### src/rtl/uart_tx_serializer.sv
// uart_tx_serializer
//   Serialises one DATA_BITS-wide payload per frame onto a UART line:
//   start bit (0), data LSB first, optional parity, STOP_BITS stop bits (1).
//   Bit timing comes from baud_clk. Its rising edges, detected in the clk
//   domain, are the only moments at which tx may change.
//
// Ports
//   clk      in   system clock, all logic on posedge
//   reset    in   asynchronous, active-high reset
//   baud_clk in   bit-rate square wave, synchronous to clk
//   tx_data  in   payload, sampled only at handshake
//   tx_valid in   producer has tx_data available
//   tx_ready out  high only in IDLE; the frame is accepted on tx_valid & tx_ready
//   tx       out  registered serial line, idle high
//   tx_busy  out  high whenever not in IDLE
//   tx_done  out  one-cycle pulse on the tick that closes the last stop bit
//
// Handshake: a transfer happens on any posedge where tx_valid and tx_ready
// are both high. tx_data and tx_valid are ignored in all other cycles.
module uart_tx_serializer #(
  parameter int DATA_BITS  = 8,
  parameter int PARITY_EN  = 0,
  parameter int PARITY_ODD = 0,
  parameter int STOP_BITS  = 1
) (
  input  logic                 clk,
  input  logic                 reset,
  input  logic                 baud_clk,
  input  logic [DATA_BITS-1:0] tx_data,
  input  logic                 tx_valid,
  output logic                 tx_ready,
  output logic                 tx,
  output logic                 tx_busy,
  output logic                 tx_done
);

  localparam int MAX_CNT = (DATA_BITS > STOP_BITS) ? DATA_BITS : STOP_BITS;
  localparam int CNT_W   = (MAX_CNT > 1) ? $clog2(MAX_CNT) : 1;
  localparam logic [CNT_W-1:0] LAST_DATA = CNT_W'(DATA_BITS - 1);
  localparam logic [CNT_W-1:0] LAST_STOP = CNT_W'(STOP_BITS - 1);
  localparam logic PAR_EN  = (PARITY_EN != 0);
  localparam logic PAR_ODD = (PARITY_ODD != 0);

  typedef enum logic [2:0] {
    IDLE   = 3'd0,
    SYNC   = 3'd1,
    START  = 3'd2,
    DATA   = 3'd3,
    PARITY = 3'd4,
    STOP   = 3'd5
  } state_t;

  state_t               state_q, state_d;
  logic                 baud_q;
  logic                 tick;
  logic [DATA_BITS-1:0] shift_q, shift_d;
  logic [CNT_W-1:0]     cnt_q, cnt_d;
  logic                 par_q, par_d;
  logic                 tx_q, tx_d;

  // One clk-wide pulse per baud_clk rising edge.
  assign tick = baud_clk & ~baud_q;
  assign tx   = tx_q;

  always_ff @(posedge clk or posedge reset) begin
    if (reset) begin
      state_q <= IDLE;
      baud_q  <= 1'b0;
      shift_q <= '0;
      cnt_q   <= '0;
      par_q   <= 1'b0;
      tx_q    <= 1'b1;
    end else begin
      state_q <= state_d;
      baud_q  <= baud_clk;
      shift_q <= shift_d;
      cnt_q   <= cnt_d;
      par_q   <= par_d;
      tx_q    <= tx_d;
    end
  end

  // Every tx change is computed on a tick and registered, so the line moves
  // only on the cycle after a tick and each bit lasts one baud period.
  always_comb begin
    state_d  = state_q;
    shift_d  = shift_q;
    cnt_d    = cnt_q;
    par_d    = par_q;
    tx_d     = tx_q;
    tx_ready = 1'b0;
    tx_busy  = 1'b1;
    tx_done  = 1'b0;

    case (state_q)
      IDLE: begin
        tx_ready = 1'b1;
        tx_busy  = 1'b0;
        tx_d     = 1'b1;
        // A tick in the handshake cycle is ignored: SYNC waits for the next
        // one, which keeps the start bit a full period long.
        if (tx_valid) begin
          shift_d = tx_data;
          par_d   = ^tx_data;
          cnt_d   = '0;
          state_d = SYNC;
        end
      end

      SYNC: begin
        if (tick) begin
          tx_d    = 1'b0;
          cnt_d   = '0;
          state_d = START;
        end
      end

      START: begin
        if (tick) begin
          tx_d    = shift_q[0];
          shift_d = shift_q >> 1;
          cnt_d   = '0;
          state_d = DATA;
        end
      end

      DATA: begin
        if (tick) begin
          if (cnt_q == LAST_DATA) begin
            cnt_d = '0;
            if (PAR_EN) begin
              tx_d    = par_q ^ PAR_ODD;
              state_d = PARITY;
            end else begin
              tx_d    = 1'b1;
              state_d = STOP;
            end
          end else begin
            tx_d    = shift_q[0];
            shift_d = shift_q >> 1;
            cnt_d   = cnt_q + CNT_W'(1);
          end
        end
      end

      PARITY: begin
        if (tick) begin
          tx_d    = 1'b1;
          cnt_d   = '0;
          state_d = STOP;
        end
      end

      STOP: begin
        if (tick) begin
          if (cnt_q == LAST_STOP) begin
            tx_done = 1'b1;
            cnt_d   = '0;
            state_d = IDLE;
          end else begin
            cnt_d = cnt_q + CNT_W'(1);
          end
        end
      end

      default: begin
        tx_d    = 1'b1;
        cnt_d   = '0;
        state_d = IDLE;
      end
    endcase
  end

endmodule

### config.mk
export PLATFORM = sky130hd
export DESIGN_NAME = uart_tx_serializer
export DESIGN_NICKNAME = d
export VERILOG_FILES = /design/src/rtl/uart_tx_serializer.sv
export SDC_FILE = /design/constraint.sdc
export NUM_CORES = 1
export LEC_CHECK = 0
export BUFFER_PORTS_ARGS = -buffer_cell sky130_fd_sc_hd__buf_2
export CORE_UTILIZATION = 30
export DETAILED_ROUTE_END_ITERATION = 10
export HOLD_SLACK_MARGIN = 0.06
export PLACE_DENSITY = 0.58
export SLEW_MARGIN = 20
export SYNTH_ARGS = -nofsm -noshare
export SYNTH_HDL_FRONTEND = slang
export SYNTH_SLANG_ARGS = --single-unit
### constraint.sdc
create_clock -name clk -period 1.4 [get_ports clk]
set_input_delay 0.07 -clock clk [delete_from_list [all_inputs] [get_ports clk]]
set_output_delay 0.07 -clock clk [all_outputs]
set_load 0.02 [all_outputs]
==> reports/metrics.cfg, run 1 <==
[outcome]
status=finished, violations left
violations=setup timing

[drt]
drcViolationCount=0
dr.pass1.iters=4
drtIter0Drc=43
routed_wl_mm=2.38
viasPerCell=4.79
wl_per_cell_um=13.7
ant_nets=0
num_vias=834

[worst_setup_path]
cpMaxStageDelayCell=dfrtp_1
crit_top_cell=ha_4
crit_type=reg2reg
timing.rr.start=cnt_q[0]
cp_max_fo=8
reg2reg_slack_ps=-120
crit_buf_inv=0
end_kind=flop
critPathTopFamily=flip-flops
crit_required_ps=1580
crit_cells=5
timing.rr.end=shift_q[6]
worstPathArrival_ps=1700
path_cells=ha_4, ha_4, o21ai_4, nand3_4, mux2_4
startpoint_type=flop
slowest_delay_ps=430
rr_worst_depth=5

[cts]
cts_buffer_depth=2
clock_latency_ps=280
cts_tree=done
cts.clk_slew.worst_paths_ps=100
cts.sinks=16
cts_root_buf=clkbuf_4
htreeDepth=1
cts_buffers=3

[sta]
slew_viol_final=0
finalCritPeriodShare_pct=109
skew_ps=4.93
fin_crit_ps=1520
setup_viol=11
timing.fmax_mhz=656
worst_pin_slew_ps=604
hold_viol_final=0
relSlewSlack_pct=59.7
rsz0062_at_grt=true
hold-worst-slack_ps=121
setup_ws_ps=-125

[grt]
overflow=0
antenna_found_initial=0
grt.total_usage_pct=13.9
grt_first_pass_wirelength_mm=3.58
grt_pass1_vias=764
grt_max_degree=17

[floorplanning]
die_h_um=60.2
io_pins=16
die_area_um2=3620
start_util_pct=32.4
fp.coreArea_um2=3130
chipWidth_um=60.2
row_count=20

[hold_path]
min_path_type=in2reg
hold_path.startpoint=tx_data[6]
hold_depth=4
whs_endpoint=shift_q[6]

[synthesis]
synth_top_area_share_pct=37.0
yosys.area.top_type=dfrtp_1
synth.yosys.warnings=0
ys_seq_elements=16
netlist_area_um2=1010
syn_inst=97
ys_types=31
synth_sequential_area_ratio_pct=39.6
avgSynthCellArea_um2=10.5
synth_fp_nets=113
synth.area.top_cells=dfrtp_1 37%, mux2_4 10%, mux2_2 6.7%

[pwr]
combPwrFrac_pct=57.5
switching_power_w=0.000931
p_leak_nw=0.653
pwr-share-seq_pct=30.4
clock_power_share_pct=12.1
internal_power_w=0.00163
swShare_pct=36.4
powerDensity_nw_per_um2=1780
vdd_ir_drop_max_uv=549

[cells_and_area]
antenna_cells=0
finalNetCount=147
final_cell_mix=13 x dfrtp_1, 13 x buf_4, 12 x buf_2, 7 x nand2_1, 7 x mux2_4
layout.cells.non_filler=174
seqCellArea_um2=404
n_fill_cell=304
fin_area_um2=1440
syn2layout_area_growth_pct=41.8
utilization_pct=46.0
multi_input_area_um2=663
drive_gt1_share_pct=56.9

[place]
dpl-instance-area_um2=1210
gp_congestion=0.791
place_ws_ps=-111
dp_hpwl_mm=1.53
portBuffers=15
dp.cells=162

[flow_run]
cap_violations=0

## metrics by stage
stage	TNS, ps	total power (W)
2_1_floorplan	-421	0.00169
3_3_place_gp	-624	0.00195
3_5_place_dp	-892	0.00198
4_1_cts	-1170	0.00238
5_1_grt	-1950	0.00275
6_report	-1120	0.00256
## sequential cells by signal (all words and copies together) (netlist names)
signal	cells
cnt_q	3
state_q	3
baud_q	1
shift_q	8
tx	1
## power groups by stage
stage	Sequential [W]	Combinational [W]	Clock, W
after global placement	0.000779	0.00117	0
final	0.000778	0.00147	0.000309
after detailed placement	0.000786	0.00120	0
after CTS	0.000757	0.00130	0.000317
after floorplan	0.000768	0.000920	0
after global routing	0.000797	0.00161	0.000339
## cell type report
| class | instances | share of cell area, % |
|---|---|---|
| Clock buffer | 4 | 2.52 |
| Inverter | 6 | 1.91 |
| Multi-Input combinational cell | 71 | 46.1 |
| Sequential cell | 16 | 28.1 |
| Tap cell | 44 | 3.83 |
| Timing Repair Buffer | 33 | 17.6 |
## metal layers
| metal | global-route usage, % | part of all wire, % | vias up | routed length (um) |
|---|---|---|---|---|
| met5 | 0 | 0 | - | 0 |
| met4 | 6.98 | 2.7 | 0 | 65 |
| met3 | 3.25 | 3.9 | 6 | 94 |
| met2 | 22.1 | 52 | 29 | 1230 |
| met1 | 17.3 | 42 | 393 | 992 |
| li1 | - | - | 406 | - |
## worst max path at each step
stage / startpoint / endpoint
CTS: cnt_q[1] / shift_q[5]
global route: cnt_q[0] / shift_q[5]
global placement: cnt_q[1] / shift_q[0]
detailed placement: cnt_q[1] / shift_q[1]
floorplan: cnt_q[0] / shift_q[0]
finish: cnt_q[0] / shift_q[6]
## synthesized netlist by cell type
library cell  count
nand3b_1          1
nand3_1           2
mux2_2            6
a21oi_1           5
mux2i_1           2
or3_1             2
inv_1             5
nor2_2            1
nand3_4           1
o21ai_4           1
nand2b_1          3
o22ai_1           3
nand2_1           8
ha_1              4
o21bai_1          1
o21ai_0           5
nor3b_1           1
dfstp_2           1
nor2_1            6
a22o_1            1
nor3_1            3
dfrtp_1          15
buf_6             2
nand2b_4          1
buf_2             2
a22oi_1           1
a211oi_1          3
o211ai_1          1
nor2b_1           2
mux2_4            7
inv_4             1
## worst min-delay path, stage by stage
cell and delay, ps:
buf_2 70, nand2_1 30, o21ai_0 60, mux2_4 140
## kinds of logic (layout without fill, tap and decap cells)
family,count (synthesis),in the layout,share of synthesized area (%)
AOI/OAI and AO/OA,21,21,13.7
adders and majority gates,4,4,4.93
buffers and inverters,10,43,5.67
muxes,15,15,19.0
and+or+nand+nor,31,31,17.1
DFF,16,16,39.6
## repair_timing
item	CTS	global route
pin swaps	0	3
hold buffers	3	0
endpoints found under the hold margin	17	0
setup endpoints to repair	14	17
resized for setup	12	20
buffers inserted	5	0
(Power assumes the default switching activity.)
==> run 2, diff against run 1 <==
--- a/config.mk
+++ b/config.mk
@@ -6,6 +6,7 @@
 export NUM_CORES = 1
 export LEC_CHECK = 0
 export BUFFER_PORTS_ARGS = -buffer_cell sky130_fd_sc_hd__buf_2
+export CORE_MARGIN = 2
 export CORE_UTILIZATION = 30
 export DETAILED_ROUTE_END_ITERATION = 10
 export HOLD_SLACK_MARGIN = 0.06
==> run 2 against run 1 <==
  * The flow still finishes with violations (setup timing)
  * Non-clock buffer count increased by 8
  * Worst setup slack got worse by 22 ps
  * Register-to-register slack got worse by 20 ps
  * Critical path depth unchanged
  * Sequential cell count unchanged
  * Final cell count increased by 5.7%
  * Critical endpoint is now shift_q[3]
  * Critical path type unchanged
  * First-iteration DRC count decreased by 28%
  * Hold slack got worse by 6.9 ps
  * Via count increased by 4.4%
==> reports/metrics.cfg, run 2 (same netlist as run 1, synthesis figures left out) <==
[cells_and_area]
antenna_cells=0
multi_input_area_um2=696
n_fill_cell=305
final_cell_mix=16 x buf_4, 12 x dfrtp_1, 12 x buf_2, 8 x buf_6
reg_top3=shift_q: 8 flops, cnt_q: 3 flops, state_q: 3 flops
regMostFlops=shift_q
drive_gt1_share_pct=63.0
syn2layout_area_growth_pct=55.2
finalNetCount=155
utilization_pct=48.0
layout_commonest_cell=buf_4
seqCellArea_um2=405
largest_register_ffs=8

[drt]
viasPerCell=4.73
drtIter0Drc=31
drcViolationCount=0
routed_wl_mm=2.61
dr.pass1.iters=4
ant_nets=0
num_vias=871
wl_per_cell_um=14.2

[worst_setup_path]
cpMaxStageDelayCell=dfrtp_1
end_kind=flop
crit_type=reg2reg
rr_worst_depth=5
crit_buf_inv=0
startpoint_type=flop
path_cells=ha_4, ha_4, o21ai_4, nand3_4, mux2_4
critPathTopFamily=flip-flops
crit_required_ps=1580
worstPathArrival_ps=1730
slowest_delay_ps=430
crit_cells=5
crit_top_cell=ha_4
cp_max_fo=8

[grt]
grt_util_met3_pct=3.26
top_usage_layer=met2
grt_max_degree=17
antenna_found_initial=0
grtUsageMet1_pct=17.2
grt_pass1_vias=875
overflow=0
grt_first_pass_wirelength_mm=4.25
grt.total_usage_pct=14.0
grt_use_met2_pct=23.9

[cts]
cts_buffers=3
cts_buffer_depth=2
cts.clk_slew.worst_paths_ps=110
htreeDepth=1
clock_latency_ps=290
cts_root_buf=clkbuf_4
cts_tree=done
cts.sinks=16

[sta]
rsz0062_at_grt=true
relSlewSlack_pct=58.1
slew_viol_final=0
setup_ws_ps=-147
finalCritPeriodShare_pct=110
hold_viol_final=0
fin_crit_ps=1550
skew_ps=5.42
finalSetupTns_ps=-1240
worst_pin_slew_ps=627
timing.fmax_mhz=647
setup_viol=13

[floorplanning]
die_h_um=62.2
chipWidth_um=62.2
row_count=21
die_area_um2=3860
io_pins=16
start_util_pct=30.9
fp.coreArea_um2=3280

[hold_path]
hold_depth=4
min_path_type=in2reg

[outcome]
violations=setup timing
status=finished, violations left

[place]
dp_hpwl_mm=1.69
gp_congestion=0.850
portBuffers=15

[flow_run]
cap_violations=0

[pwr]
powerDensity_nw_per_um2=1790
p_leak_nw=0.715
vdd_ir_drop_max_uv=535

[run 2: layout make-up]
cell class              count  area share (%)
clock buffers               4            2.30
repair buffers             41            22.4
well taps                  46            3.65
inverters                   6            1.75
flip-flops and latches     16            25.7
multi-input cells          71            44.2
[run 2: worst reg2reg max path, cell delays in order (launching register included)]
cell and delay (ps):
dfrtp_1 430, ha_4 190, ha_4 160, o21ai_4 130, nand3_4 180, mux2_4 350
[run 2: per-layer routing]
metal / routed length, um / up-vias
met3: 50 / 4
li1: - / 422
met1: 1150 / 434
met5: 0 / -
met4: 31 / 0
met2: 1390 / 11
[run 2: path summary, 6_finish.rpt]
check	start	end	slack, ps
worst min-delay path	tx_data[6]	shift_q[6]	110
worst max register to register	cnt_q[1]	shift_q[3]	-150
min in group asynchronous	reset	shift_q[6]	400
max in group asynchronous	reset	state_q[0]	550
worst min register to register	shift_q[5]	shift_q[5]	530
worst max-delay path	cnt_q[1]	shift_q[3]	-150
[run 2: repair_timing]
action | in CTS | in global routing
gates cloned | 1 | 0
hold buffers | 3 | 0
buffers inserted | 9 | 0
endpoints found under the setup margin | 13 | 17
pin swaps | 5 | 9
resized for setup | 28 | 16
endpoints found under the hold margin | 17 | 0
[run 2: stage by stage]
step	hold WS [ps]	instance area (um^2)	setup slack (ps)	instances	total power (W)
detailed placement	176	1250	-127	168	0.00202
global route	124	1580	-174	184	0.00301
finish	114	1580	-147	184	0.00283
global placement	169	1250	-80.8	168	0.00196
floorplan	-17.0	1030	-60.2	97	0.00169
CTS	115	1530	-130	185	0.00274
[run 2: where the power goes]
part	internal, W	switching (W)	total [W]	leakage (nW)
combinational	0.000990	0.000736	0.00173	0.497
clock	0.000158	0.000160	0.000319	0.0210
sequential	0.000644	0.000138	0.000781	0.197
==> run 3, diff against run 2 <==
--- a/config.mk
+++ b/config.mk
@@ -11,6 +11,7 @@
 export DETAILED_ROUTE_END_ITERATION = 10
 export HOLD_SLACK_MARGIN = 0.06
 export PLACE_DENSITY = 0.58
+export REMOVE_ABC_BUFFERS = 1
 export SLEW_MARGIN = 20
 export SYNTH_ARGS = -nofsm -noshare
 export SYNTH_HDL_FRONTEND = slang
==> run 3 against run 2 <==
  * The flow still finishes with violations (setup timing)
  * Largest power group unchanged
  * Critical endpoint is now shift_q[4]
  * First-iteration DRC count is 9.7% higher
  * Total power is 7.3% lower
  * Clock skew hardly changed
==> reports/metrics.cfg, run 3 (same netlist as run 1, synthesis figures left out) <==
[place]
dp.cells=170
dp_hpwl_mm=1.60
dpl-instance-area_um2=1250
gp_congestion=0.900
portBuffers=15
place_ws_ps=-179

[drt]
routed_wl_mm=2.41
ant_nets=0
drtIter0Drc=34
dr.pass1.iters=4
num_vias=883
wl_per_cell_um=13.2
viasPerCell=4.83
drcViolationCount=0

[pwr]
vdd_ir_drop_max_uv=821
powerDensity_nw_per_um2=1740
p_leak_nw=0.690

[worst_setup_path]
cpMaxStageDelayCell=dfrtp_1
cp_max_fo=8
reg2reg_slack_ps=-110
crit_type=reg2reg
slowest_delay_ps=400
startpoint_type=flop
end_kind=flop
rr_worst_depth=5
path_cells=ha_2, ha_4, o21ai_4, nand3_4, mux2_4
worstPathArrival_ps=1710
crit_required_ps=1590

[cts]
cts_buffers=3
cts_tree=done
cts.sinks=16
cts_root_buf=clkbuf_4
htreeDepth=1
cts.clk_slew.worst_paths_ps=100
cts_buffer_depth=2
clock_latency_ps=300

[cells_and_area]
fin_area_um2=1510
layout_commonest_cell=buf_4
largest_register_ffs=8
layout.cells.non_filler=183
syn2layout_area_growth_pct=48.5
drive_gt1_share_pct=60.6
regMostFlops=shift_q
multi_input_area_um2=676
final_cell_mix=18 x buf_4, 14 x dfrtp_1, 12 x buf_2, 7 x nand2_1, 7 x mux2_4
antenna_cells=0
seqCellArea_um2=403
n_fill_cell=321
finalNetCount=154
reg_top3=shift_q: 8 flops, cnt_q: 3 flops, state_q: 3 flops

[grt]
grt_pass1_vias=905
antenna_found_initial=0
grt.total_usage_pct=13.4
grt_first_pass_wirelength_mm=4.17
grt_max_degree=17
overflow=0

[sta]
finalSetupTns_ps=-1020
hold-worst-slack_ps=119
timing.fmax_mhz=660
finalCritPeriodShare_pct=108
slew_viol_final=0
worst_pin_slew_ps=622
fin_crit_ps=1510
hold_viol_final=0
relSlewSlack_pct=58.5
setup_ws_ps=-115
rsz0062_at_grt=true
skew_ps=5.20
setup_viol=11

[floorplanning]
die_area_um2=3860
row_count=21
chipWidth_um=62.2
die_h_um=62.2
io_pins=16
start_util_pct=30.9
fp.coreArea_um2=3280

[hold_path]
min_path_type=in2reg
hold_depth=4

[outcome]
status=finished, violations left
violations=setup timing

[flow_run]
cap_violations=0

==> run 3: changes by cell type in the layout (fill, tap and decap cells not counted), moves of 2 or more <==
cell / before / now
buf_6: 8 / 5
buf_4: 16 / 18
dfrtp_1: 12 / 14
dfrtp_2: 3 / 1
nor2_2: 1 / 3
nor2b_4: 2 / 0
nor3_1: 2 / 0
==> run 3: repair_timing <==
action / CTS / global route
endpoints found under the hold margin: 17 / 0
pin swaps: 3 / 9
cloned: 0 / 0
setup endpoints to repair: 16 / 16
gates resized for setup: 19 / 19
setup buffers: 4 / 2
hold buffers: 3 / 0
==> run 3: final cells by class <==
| class | instances | share of cell area (%) |
|---|---|---|
| Clock buffer | 4 | 2.41 |
| Sequential cell | 16 | 26.7 |
| Inverter | 6 | 1.83 |
| Multi-Input combinational cell | 71 | 44.9 |
| Tap cell | 46 | 3.82 |
| Timing Repair Buffer | 40 | 20.3 |
==> run 3: power by group <==
part / internal (W) / leakage, nW / switching, W / total [W]
Sequential: 0.000642 / 0.199 / 0.000128 / 0.000770
Clock: 0.000159 / 0.0210 / 0.000160 / 0.000319
Combinational: 0.000866 / 0.470 / 0.000664 / 0.00153
Total: 0.00167 / 0.690 / 0.000953 / 0.00262
==> run 3: per-stage QoR <==
stage,utilization [%],total power (W)
after floorplan,-,0.00160
after global placement,38.0,0.00195
after detailed placement,38.0,0.00199
after CTS,43.1,0.00246
after global routing,45.9,0.00281
final,45.9,0.00262
==> run 3: per-layer routing <==
| metal | GRT usage, % | up-vias | wire (um) |
|---|---|---|---|
| met5 | 0 | - | 0 |
| met4 | 4.17 | 0 | 23 |
| met1 | 16.3 | 429 | 1050 |
| li1 | - | 423 | - |
| met3 | 3.62 | 5 | 105 |
| met2 | 23.0 | 26 | 1230 |
==> run 3: critical path, delay by kind of cell, from the launching register on <==
kind,cells,cell delay [ps]
multiplexers,1,340
flip-flops,1,400
AO/OA/AOI/OAI,1,130
AND/OR/NAND/NOR,1,170
adder cells (fa/ha/maj),2,370
==> run 3: path summary, 6_finish.rpt <==
path                                  from          to
worst max-delay path              cnt_q[1]  shift_q[4]
worst min-delay path            tx_data[6]  shift_q[6]
worst max register to register    cnt_q[1]  shift_q[4]
worst min register to register  shift_q[1]  shift_q[1]
max in group asynchronous            reset  state_q[1]
min in group asynchronous            reset  shift_q[6]
